File: src/rtl/reg_pkg.sv
// Shared register-file definitions used by the writeback path.
//   ADDR_W     : register address width
//   BUS_W      : register data width
//   REG_ZERO   : hard-wired zero register; writes to it are discarded
//   wb_entry_t : one pending writeback {addr, data, valid}
package reg_pkg;

    localparam int ADDR_W = 5;
    localparam int BUS_W  = 32;

    localparam logic [ADDR_W-1:0] REG_ZERO = '0;

    typedef struct packed {
        logic [ADDR_W-1:0] addr;
        logic [BUS_W-1:0]  data;
        logic              valid;
    } wb_entry_t;

endpackage

File: src/rtl/wb_fwd_match.sv
// Forwarding lookup over the writeback FIFO contents.
// Finds the youngest pending entry whose address equals lookup_addr.
//   entry_addr/entry_data/entry_valid : FIFO storage, indexed by slot
//   head      : slot of the oldest pending entry
//   count     : number of pending entries
//   lookup_addr : register being read
//   hit       : a pending entry matches (never for register zero)
//   data      : youngest matching value, 0 on miss
module wb_fwd_match #(
    parameter int ADDR  = 5,
    parameter int BUS_W = 32,
    parameter int DEPTH = 4,
    parameter int PTR_W = $clog2(DEPTH),
    parameter int CNT_W = $clog2(DEPTH + 1)
) (
    input  logic [DEPTH-1:0][ADDR-1:0]  entry_addr,
    input  logic [DEPTH-1:0][BUS_W-1:0] entry_data,
    input  logic [DEPTH-1:0]            entry_valid,
    input  logic [PTR_W-1:0]            head,
    input  logic [CNT_W-1:0]            count,
    input  logic [ADDR-1:0]             lookup_addr,
    output logic                        hit,
    output logic [BUS_W-1:0]            data
);

    logic [PTR_W-1:0] idx;

    // Walk from the youngest occupied offset (count-1, next to the tail)
    // back toward the head; the first match found is the youngest one.
    always_comb begin
        hit  = 1'b0;
        data = '0;
        idx  = '0;
        for (int k = DEPTH - 1; k >= 0; k--) begin
            idx = head + PTR_W'(k);
            if (!hit && (CNT_W'(k) < count) && entry_valid[idx] &&
                (entry_addr[idx] == lookup_addr) && (lookup_addr != '0)) begin
                hit  = 1'b1;
                data = entry_data[idx];
            end
        end
    end

endmodule

File: src/rtl/wb_buffer.sv
// Writeback buffer in front of the register file write port.
// Queues execute results in a DEPTH-entry FIFO, drains one per enabled
// cycle, and forwards pending values to the rs/rt read ports.
//   reloj_cucu, reset        : clock (rising edge), async active-high reset
//   in_valid/in_ready        : result handshake from execute
//   in_rd_addr/in_data       : result destination and value
//   drain_en                 : register file write port free this cycle
//   r_write/rd_addr/rd_w_data: register file write port
//   rs_addr/rt_addr          : operand addresses being read
//   rs_fwd_*/rt_fwd_*        : forwarding hit and youngest pending value
//   occupancy                : pending entry count
module wb_buffer #(
    parameter int ADDR  = 5,
    parameter int BUS_W = 32,
    parameter int DEPTH = 4
) (
    input  logic                         reloj_cucu,
    input  logic                         reset,
    input  logic                         in_valid,
    output logic                         in_ready,
    input  logic [ADDR-1:0]              in_rd_addr,
    input  logic [BUS_W-1:0]             in_data,
    input  logic                         drain_en,
    output logic                         r_write,
    output logic [ADDR-1:0]              rd_addr,
    output logic [BUS_W-1:0]             rd_w_data,
    input  logic [ADDR-1:0]              rs_addr,
    input  logic [ADDR-1:0]              rt_addr,
    output logic                         rs_fwd_hit,
    output logic [BUS_W-1:0]             rs_fwd_data,
    output logic                         rt_fwd_hit,
    output logic [BUS_W-1:0]             rt_fwd_data,
    output logic [$clog2(DEPTH+1)-1:0]   occupancy
);

    import reg_pkg::*;

    localparam int PTR_W = $clog2(DEPTH);
    localparam int CNT_W = $clog2(DEPTH + 1);

    logic [PTR_W-1:0] head_reg;
    logic [PTR_W-1:0] tail_reg;
    logic [CNT_W-1:0] count_reg;

    logic [DEPTH-1:0][ADDR-1:0]  addr_vec;
    logic [DEPTH-1:0][BUS_W-1:0] data_vec;
    logic [DEPTH-1:0]            valid_vec;

    logic not_empty;
    logic push_fire;
    logic do_push;
    logic do_pop;

    assign not_empty = (count_reg != '0);
    // Full blocks a push even when a pop happens in the same cycle, so
    // in_ready depends only on registered state and reset.
    assign in_ready  = (count_reg != CNT_W'(DEPTH)) && !reset;
    assign push_fire = in_valid && in_ready;
    // Results for the zero register finish the handshake but are dropped.
    assign do_push   = push_fire && (in_rd_addr != ADDR'(REG_ZERO));
    assign do_pop    = r_write;

    assign r_write   = drain_en && not_empty;
    assign rd_addr   = not_empty ? addr_vec[head_reg] : '0;
    assign rd_w_data = not_empty ? data_vec[head_reg] : '0;
    assign occupancy = count_reg;

    // Per-slot storage. A slot is written only at the tail and cleared
    // only at the head; both coincide only when empty or full, where one
    // of the two operations cannot happen.
    for (genvar gi = 0; gi < DEPTH; gi++) begin : g_entry
        logic [ADDR-1:0]  addr_reg;
        logic [BUS_W-1:0] data_reg;
        logic             valid_reg;

        always_ff @(posedge reloj_cucu or posedge reset) begin
            if (reset) begin
                addr_reg  <= '0;
                data_reg  <= '0;
                valid_reg <= 1'b0;
            end else if (do_push && (tail_reg == PTR_W'(gi))) begin
                addr_reg  <= in_rd_addr;
                data_reg  <= in_data;
                valid_reg <= 1'b1;
            end else if (do_pop && (head_reg == PTR_W'(gi))) begin
                valid_reg <= 1'b0;
            end
        end

        assign addr_vec[gi]  = addr_reg;
        assign data_vec[gi]  = data_reg;
        assign valid_vec[gi] = valid_reg;
    end

    always_ff @(posedge reloj_cucu or posedge reset) begin
        if (reset) begin
            head_reg  <= '0;
            tail_reg  <= '0;
            count_reg <= '0;
        end else begin
            if (do_push) begin
                tail_reg <= tail_reg + PTR_W'(1);
            end
            if (do_pop) begin
                head_reg <= head_reg + PTR_W'(1);
            end
            case ({do_push, do_pop})
                2'b10:   count_reg <= count_reg + CNT_W'(1);
                2'b01:   count_reg <= count_reg - CNT_W'(1);
                default: count_reg <= count_reg;
            endcase
        end
    end

    wb_fwd_match #(
        .ADDR  (ADDR),
        .BUS_W (BUS_W),
        .DEPTH (DEPTH)
    ) u_rs_match (
        .entry_addr  (addr_vec),
        .entry_data  (data_vec),
        .entry_valid (valid_vec),
        .head        (head_reg),
        .count       (count_reg),
        .lookup_addr (rs_addr),
        .hit         (rs_fwd_hit),
        .data        (rs_fwd_data)
    );

    wb_fwd_match #(
        .ADDR  (ADDR),
        .BUS_W (BUS_W),
        .DEPTH (DEPTH)
    ) u_rt_match (
        .entry_addr  (addr_vec),
        .entry_data  (data_vec),
        .entry_valid (valid_vec),
        .head        (head_reg),
        .count       (count_reg),
        .lookup_addr (rt_addr),
        .hit         (rt_fwd_hit),
        .data        (rt_fwd_data)
    );

endmodule
File: config.mk
export PLATFORM = sky130hd
export DESIGN_NAME = wb_buffer
export DESIGN_NICKNAME = d
export VERILOG_FILES = /design/src/rtl/reg_pkg.sv /design/src/rtl/wb_fwd_match.sv /design/src/rtl/wb_buffer.sv
export SDC_FILE = /design/constraint.sdc
export NUM_CORES = 1
export LEC_CHECK = 0
export BUFFER_PORTS_ARGS = -buffer_cell sky130_fd_sc_hd__buf_2
export CAP_MARGIN = 20
export CORE_ASPECT_RATIO = 0.8
export CORE_MARGIN = 2
export CORE_UTILIZATION = 45
export CTS_CLUSTER_SIZE = 25
export DETAILED_ROUTE_END_ITERATION = 8
export PLACE_DENSITY_LB_ADDON = 0.3
export SETUP_SLACK_MARGIN = 0.1
export SLEW_MARGIN = 5
export SYNTH_ARGS = -nofsm -noshare
export SYNTH_HDL_FRONTEND = slang
export SYNTH_SLANG_ARGS = --single-unit
export TNS_END_PERCENT = 5
File: constraint.sdc
create_clock -name reloj_cucu -period 6.2 [get_ports reloj_cucu]
set_input_delay 0.31 -clock reloj_cucu [delete_from_list [all_inputs] [get_ports reloj_cucu]]
set_output_delay 0.31 -clock reloj_cucu [all_outputs]
set_load 0.03 [all_outputs]
After elaboration in Yosys (flattened, before gate mapping)
Index checks and enable logic that the tools add are counted.

word-level totals
  output and inout port bits = 108
  word-level logic and storage cells = 156
  input bits = 51
  register bits after elaboration = 159

cells by class
  add/subtract/negate cells = 6
  multiplexer cells = 51
  magnitude comparators = 8
  reduce and logical (&&, ||, !) cells = 59
  eq/ne operators = 17

operator list
  cell                 count
  $mux 32              13
  $bmux 32 s2          4
  $logic_and 1x1->1    41
  $bmux 5 s2           4
  $eq 5x5->1           8
  $mux 5               5
  $mux 1               20
  $reduce_bool 5->1    3
  $lt 2x3->1 const B   4
  $eq 2x2->1 const B   5
  $reduce_bool 2->1    5
  $bmux 1 s2           4
  $logic_not 1->1      7
  $eq 2x1->1 const B   3
  $lt 1x3->1 const A   2
  $lt 2x3->1 const A   2
  $pmux 3 s2           1
  $add 2x1->2 const B  2
  $add 2x2->2 const B  2
  $logic_not 2->1      2
  $add 3x1->3 const B  1
  $ne 3x3->1 const B   1
  $reduce_bool 3->1    1
  $sub 3x1->3 const B  1

Longest topological paths before layout
  depth after elaboration = 25
  gate-level depth with buffers = 18
  gate-level depth less buffers = 10

Cells and area by module
A second synthesis with hierarchy kept.

second synthesis, totals
  cells, all modules = 1636
  area total of the unflattened synthesis = 16699.8 sq um

modules (own cells, without submodules)
  module        instances  area each (sq um)  cells an instance  sequential area each (sq um)
  wb_fwd_match  2          4550.6             586                0.0
  wb_buffer     1          7598.5             464                3978.8

Least setup slack after synthesis
Ideal clock, no wire load.

  path kind = register to output
  start point = register head_reg[0]
  end point = output rs_fwd_data[16]
  path buffers = 8
  arrival = 4.560 ns
  path slack = 1.330 ns
  stages on the path, launching flop included = 17
  required time = 5.890 ns
  cells stage by stage = dfrtp_1 > buf_4 > buf_6 > buf_2 > buf_2 > buf_2 > inv_1 > ha_1 > buf_2 > mux4_2 > xor2_1 > nor3b_1 > and4b_1 > buf_2 > buf_1 > nor3_1 > o32ai_1

between the ends
  word-level cells in the longest chain between the ends = 25
  elaborated cells between the ends (all ways) = 56
  classes of those cells = 3 x add/sub; 4 x eq/ne; 31 x mux; 18 x reduce/logical

ends and longest elaborated chain
  element                                                 RTL line                                text
  start: declaration                                      wb_buffer.sv:41                         logic [PTR_W-1:0] head_reg;
  start signal: assignment                                wb_buffer.sv:105                        head_reg <= head_reg + PTR_W'(1);
  $add 2x2->2                                             wb_fwd_match.sv:35                      idx = head + PTR_W'(k);
  $bmux 5 s2 or $bmux 1 s2 (tied branches)                wb_fwd_match.sv:37, wb_fwd_match.sv:36
  $mux 5 (not written as such) or $mux 1 (tied branches)  wb_fwd_match.sv:37, wb_fwd_match.sv:36
  $eq 5x5->1 or $logic_and 1x1->1 (tied branches)         wb_fwd_match.sv:37, wb_fwd_match.sv:36
  $logic_and 1x1->1                                       wb_fwd_match.sv:36                      if (!hit && (CNT_W'(k) < count) && entry_valid[idx] &&
  $logic_and 1x1->1                                       wb_fwd_match.sv:37                      (entry_addr[idx] == lookup_addr) && (lookup_addr != '0)) begin
  $mux 1                                                  wb_fwd_match.sv:36
  $logic_not 1->1                                         wb_fwd_match.sv:36
  [... 5 more ...]                                        n/a
  $logic_not 1->1                                         wb_fwd_match.sv:36
  $logic_and 1x1->1 (3 in series)                         wb_fwd_match.sv:36
  $logic_and 1x1->1                                       wb_fwd_match.sv:37
  $mux 1                                                  wb_fwd_match.sv:36
  $logic_not 1->1                                         wb_fwd_match.sv:36
  $logic_and 1x1->1 (3 in series)                         wb_fwd_match.sv:36
  $logic_and 1x1->1                                       wb_fwd_match.sv:37
  $mux 32 (*)                                             wb_fwd_match.sv:36
  end: declaration                                        wb_buffer.sv:30                         output logic [BUS_W-1:0] rs_fwd_data,

Mark *: on every way between the ends. The rest lies on a longest branch, timed or not. The select of a mux whose other input is x is not followed.

Worst setup path after layout
  start point = register head_reg[0]
  end point = output rt_fwd_data[14]

between the ends
  word-level cells in the longest chain between the ends = 25
  elaborated cells between the ends (all ways) = 56
  classes of those cells = 3 x add/sub; 4 x eq/ne; 31 x mux; 18 x reduce/logical

ends and longest elaborated chain
  element                                                 RTL line                                text
  $add 2x2->2                                             wb_fwd_match.sv:35
  $bmux 5 s2 or $bmux 1 s2 (tied branches)                wb_fwd_match.sv:37, wb_fwd_match.sv:36
  $mux 5 (not written as such) or $mux 1 (tied branches)  wb_fwd_match.sv:37, wb_fwd_match.sv:36
  $eq 5x5->1 or $logic_and 1x1->1 (tied branches)         wb_fwd_match.sv:37, wb_fwd_match.sv:36
  $logic_and 1x1->1                                       wb_fwd_match.sv:36
  $logic_and 1x1->1                                       wb_fwd_match.sv:37
  $mux 1                                                  wb_fwd_match.sv:36
  $logic_not 1->1                                         wb_fwd_match.sv:36
  [... 5 more ...]                                        n/a
  $logic_not 1->1                                         wb_fwd_match.sv:36
  $logic_and 1x1->1 (3 in series)                         wb_fwd_match.sv:36
  $logic_and 1x1->1                                       wb_fwd_match.sv:37
  $mux 1                                                  wb_fwd_match.sv:36
  $logic_not 1->1                                         wb_fwd_match.sv:36
  $logic_and 1x1->1 (3 in series)                         wb_fwd_match.sv:36
  $logic_and 1x1->1                                       wb_fwd_match.sv:37
  $mux 32 (*)                                             wb_fwd_match.sv:36
  end: declaration                                        wb_buffer.sv:32                         output logic [BUS_W-1:0] rt_fwd_data,

Marks and branches as above.

==> metrics.txt <==
Primary FF master, synth dfrtp_1; total CTS buffers 17; setup TNS 0 ns; final non-filler cell total 1815; GRT Total Usage 0.261; setup violators final 0; Site Rows 54; Ys Warns 0; Final Hold Fails 0; cell count after synthesis 1360; hold buffers post-CTS 0; Worst setup SP type flop; antenna violations before repair 1; post-CTS sizing 0; largest area contributor in the netlist dfrtp_1; I/O pin cnt 159; Remaining DRCs 0; Starting DRT DRC Count 896; Netlist cell types 59; Worst Path Buf+Inv 3; crit-path leading delay family buffers and inverters; Slew HR 0.247; crit path kind flop to output pin; HP Class input pin to asynchronous set/reset pin; root buffer cell clkbuf_16; EDFF count, synth 0; Die Wd 190 µm; Crit path largest cell delay 0.65 ns; WL/cell 20.7 µm; Die H 152 µm; data required time of the critical path 5.89 ns; max cap viols 0; CTS sink cnt 159; Clock power frac 0.112; Routed Antenna Nets 0; max-slew violations 0; internal power 4.48 mW; most frequent CP cell nand4_1; P_sw 4.62 mW; DP Cell Count 1780; xor and xnor area share after synthesis 0.0311; Die Area 0.0289 mm²; slowest CP cell mux4_2; VDD IR max 0.000588 V; R2R Setup Slk 3.51 ns; Reg clk slew, reported paths 0.07 ns; Post-Syn Nets 1424; Final Hold Slack 0.00389 ns; Setup crit end kind output pin; first-pass GRT wire length 59600 µm; syn_area_per_cell 9.11 µm²; final worst path period need 4.91 ns; H-tree depth 4; vias in the first global route 10800; CTS tree built; post-synthesis adder-cell area fraction 0.0131; top cells by area, synth dfrtp_1 (32%), mux2_2 (18%), mux2i_1 (6.9%); count leader, synth mux2_2; CP Cell Sequence buf_12 > mux4_2 > xnor2_1 > nand4_1 > nor2_4 > buf_4 > nand4_1 > a32oi_1 > o22ai_1 > buf_2; core area 0.0272 mm²; via count 11100; layout cells sized above 1 0.320; RSZ-0062 raised after global routing false; Final WS setup 1.29 ns; outcome completed; Area growth syn-to-layout 12.5%; Sw Ratio 0.508; mux share of post-synthesis cell area 0.299; async set-reset flop share out of synthesis 1.00; gr ovfl total 0; final period utilization 0.792; hpwl dp 24000 µm; drt first pass iters 5; setup repair bufs after CTS 0; Worst-Margin Slew 1.13 ns; clock latency on the worst-skew pair 0.44 ns; via/cell ratio 6.12; pwr/cell area 652 mW/mm²; dpl ws 1.71 ns; number of buffers on the longest clock path 2; leakage power 6.06 nW; arrival time worst endpoint 4.60 ns; #FFs+latches synth 159; n_diodes 0; FMAX 204 MHz; top cells by count, synth mux2_2 (199), nand2_1 (195), dfrtp_1 (159); Largest register FFs 128; Starting Density 0.456; final wirelength 37600 µm; post-synthesis compound-gate area fraction 0.141; Comb pwr share 0.666; Seq pwr share 0.222; Simple-Gate Fraction of Synth Area 0.146; top cell type's share of synthesized area 0.321; largest net degree at the start of global routing 159; Synth Cell Area 0.0124 mm²; Nets 1502; Max Fanout on Critical Path 158; sequential area share after synthesis 0.321; GP Congestion 0.868; port buffer count 158; main combinational cell family by area after synthesis multiplexers; Setup Skew 0.00675 ns
## power by group through the flow
stage	Combinational [mW]	Clock [mW]	Sequential (mW)
final	6.06	1.02	2.02
after global routing	6.57	1.07	2.10
after CTS	5.99	1.04	2.01
after detailed placement	5.95	0	2.02
after global placement	5.88	0	1.99
after floorplan	4.69	0	1.89
## per-layer routing
layer  vias to the layer above  share of wire  track usage
met5                         -              0            0
met2                       559           0.45        0.412
met4                         0          0.025       0.0856
met3                        75          0.086       0.0580
li1                       5073              -            -
met1                      5400           0.44        0.356
## cell usage in the layout (no fill, tap or decap), types with 3 or more instances in the layout
cell and instances:
a211o_1 6, clkinv_4 4, a31o_1 10, buf_4 22, nor2b_1 8, mux2_2 199, nor3_1 8, nor2_1 129
a221oi_1 4, xnor2_1 41, buf_2 158, mux2i_1 86, mux4_2 27, nand2b_1 4, inv_6 6, a32oi_1 13
o21ai_0 61, a221o_1 10, nand4_1 33, dfrtp_1 157, nand2_2 4, clkbuf_16 17, o22ai_1 16, nand3_1 18
a21oi_1 112, xor2_1 3, o2bb2ai_1 12, o31a_1 16, a22o_1 4, ha_1 12, nand2_1 191, or3_1 3
a22oi_1 3, clkinvlp_4 3, inv_1 6
## per-stage QoR
step            util  area, µm²  total power [mW]
2_1_floorplan      -      12400              6.58
6_report       0.513      13900              9.09
5_1_grt        0.513      13900              9.74
3_5_place_dp   0.490      13300              7.98
3_3_place_gp   0.490      13300              7.87
4_1_cts        0.511      13900              9.03
## final timing paths
| check | start | end | cells past startpoint |
|---|---|---|---|
| setup reg to reg | occupancy[0]$_DFFE_PP0P_ | g_entry[2].data_reg[10]$_DFFE_PP0P_ | 8 |
| min in group reloj_cucu | in_data[12] | g_entry[2].data_reg[12]$_DFFE_PP0P_ | 2 |
| max in group asynchronous | reset | g_entry[1].data_reg[10]$_DFFE_PP0P_ | 4 |
| hold reg to reg | g_entry[2].data_reg[9]$_DFFE_PP0P_ | g_entry[2].data_reg[9]$_DFFE_PP0P_ | 1 |
| hold / removal | reset | g_entry[2].valid_reg$_DFFE_PP0P_ | 2 |
| setup / recovery | head_reg[0]$_DFFE_PP0P_ | rt_fwd_data[14] | 10 |
## area by class of cell
class	instances	area, µm²
clock buffers	18	439
clock inverters	14	124
fillers	2573	13200
inverters	9	38.8
multi-input cells	1067	7870
flip-flops and latches	159	3980
well taps	364	455
repair buffers	184	1030
## worst reg2reg max path, cell delays in order (launching register included)
cell and delay, ns:
dfrtp_1 0.50, inv_1 0.10, ha_1 0.22, a21oi_1 0.21, nand2_1 0.09, a21oi_1 0.60
nand2_2 0.08, buf_4 0.38, mux2_2 0.40
## logic make-up after synthesis
kind of cell / after synthesis
compound gates: 279
xor+xnor: 44
fa+ha+maj: 13
buf+inv: 134
flops: 159
mux: 312
simple gates: 419
Note: power is estimated with default switching activity, not from simulation.
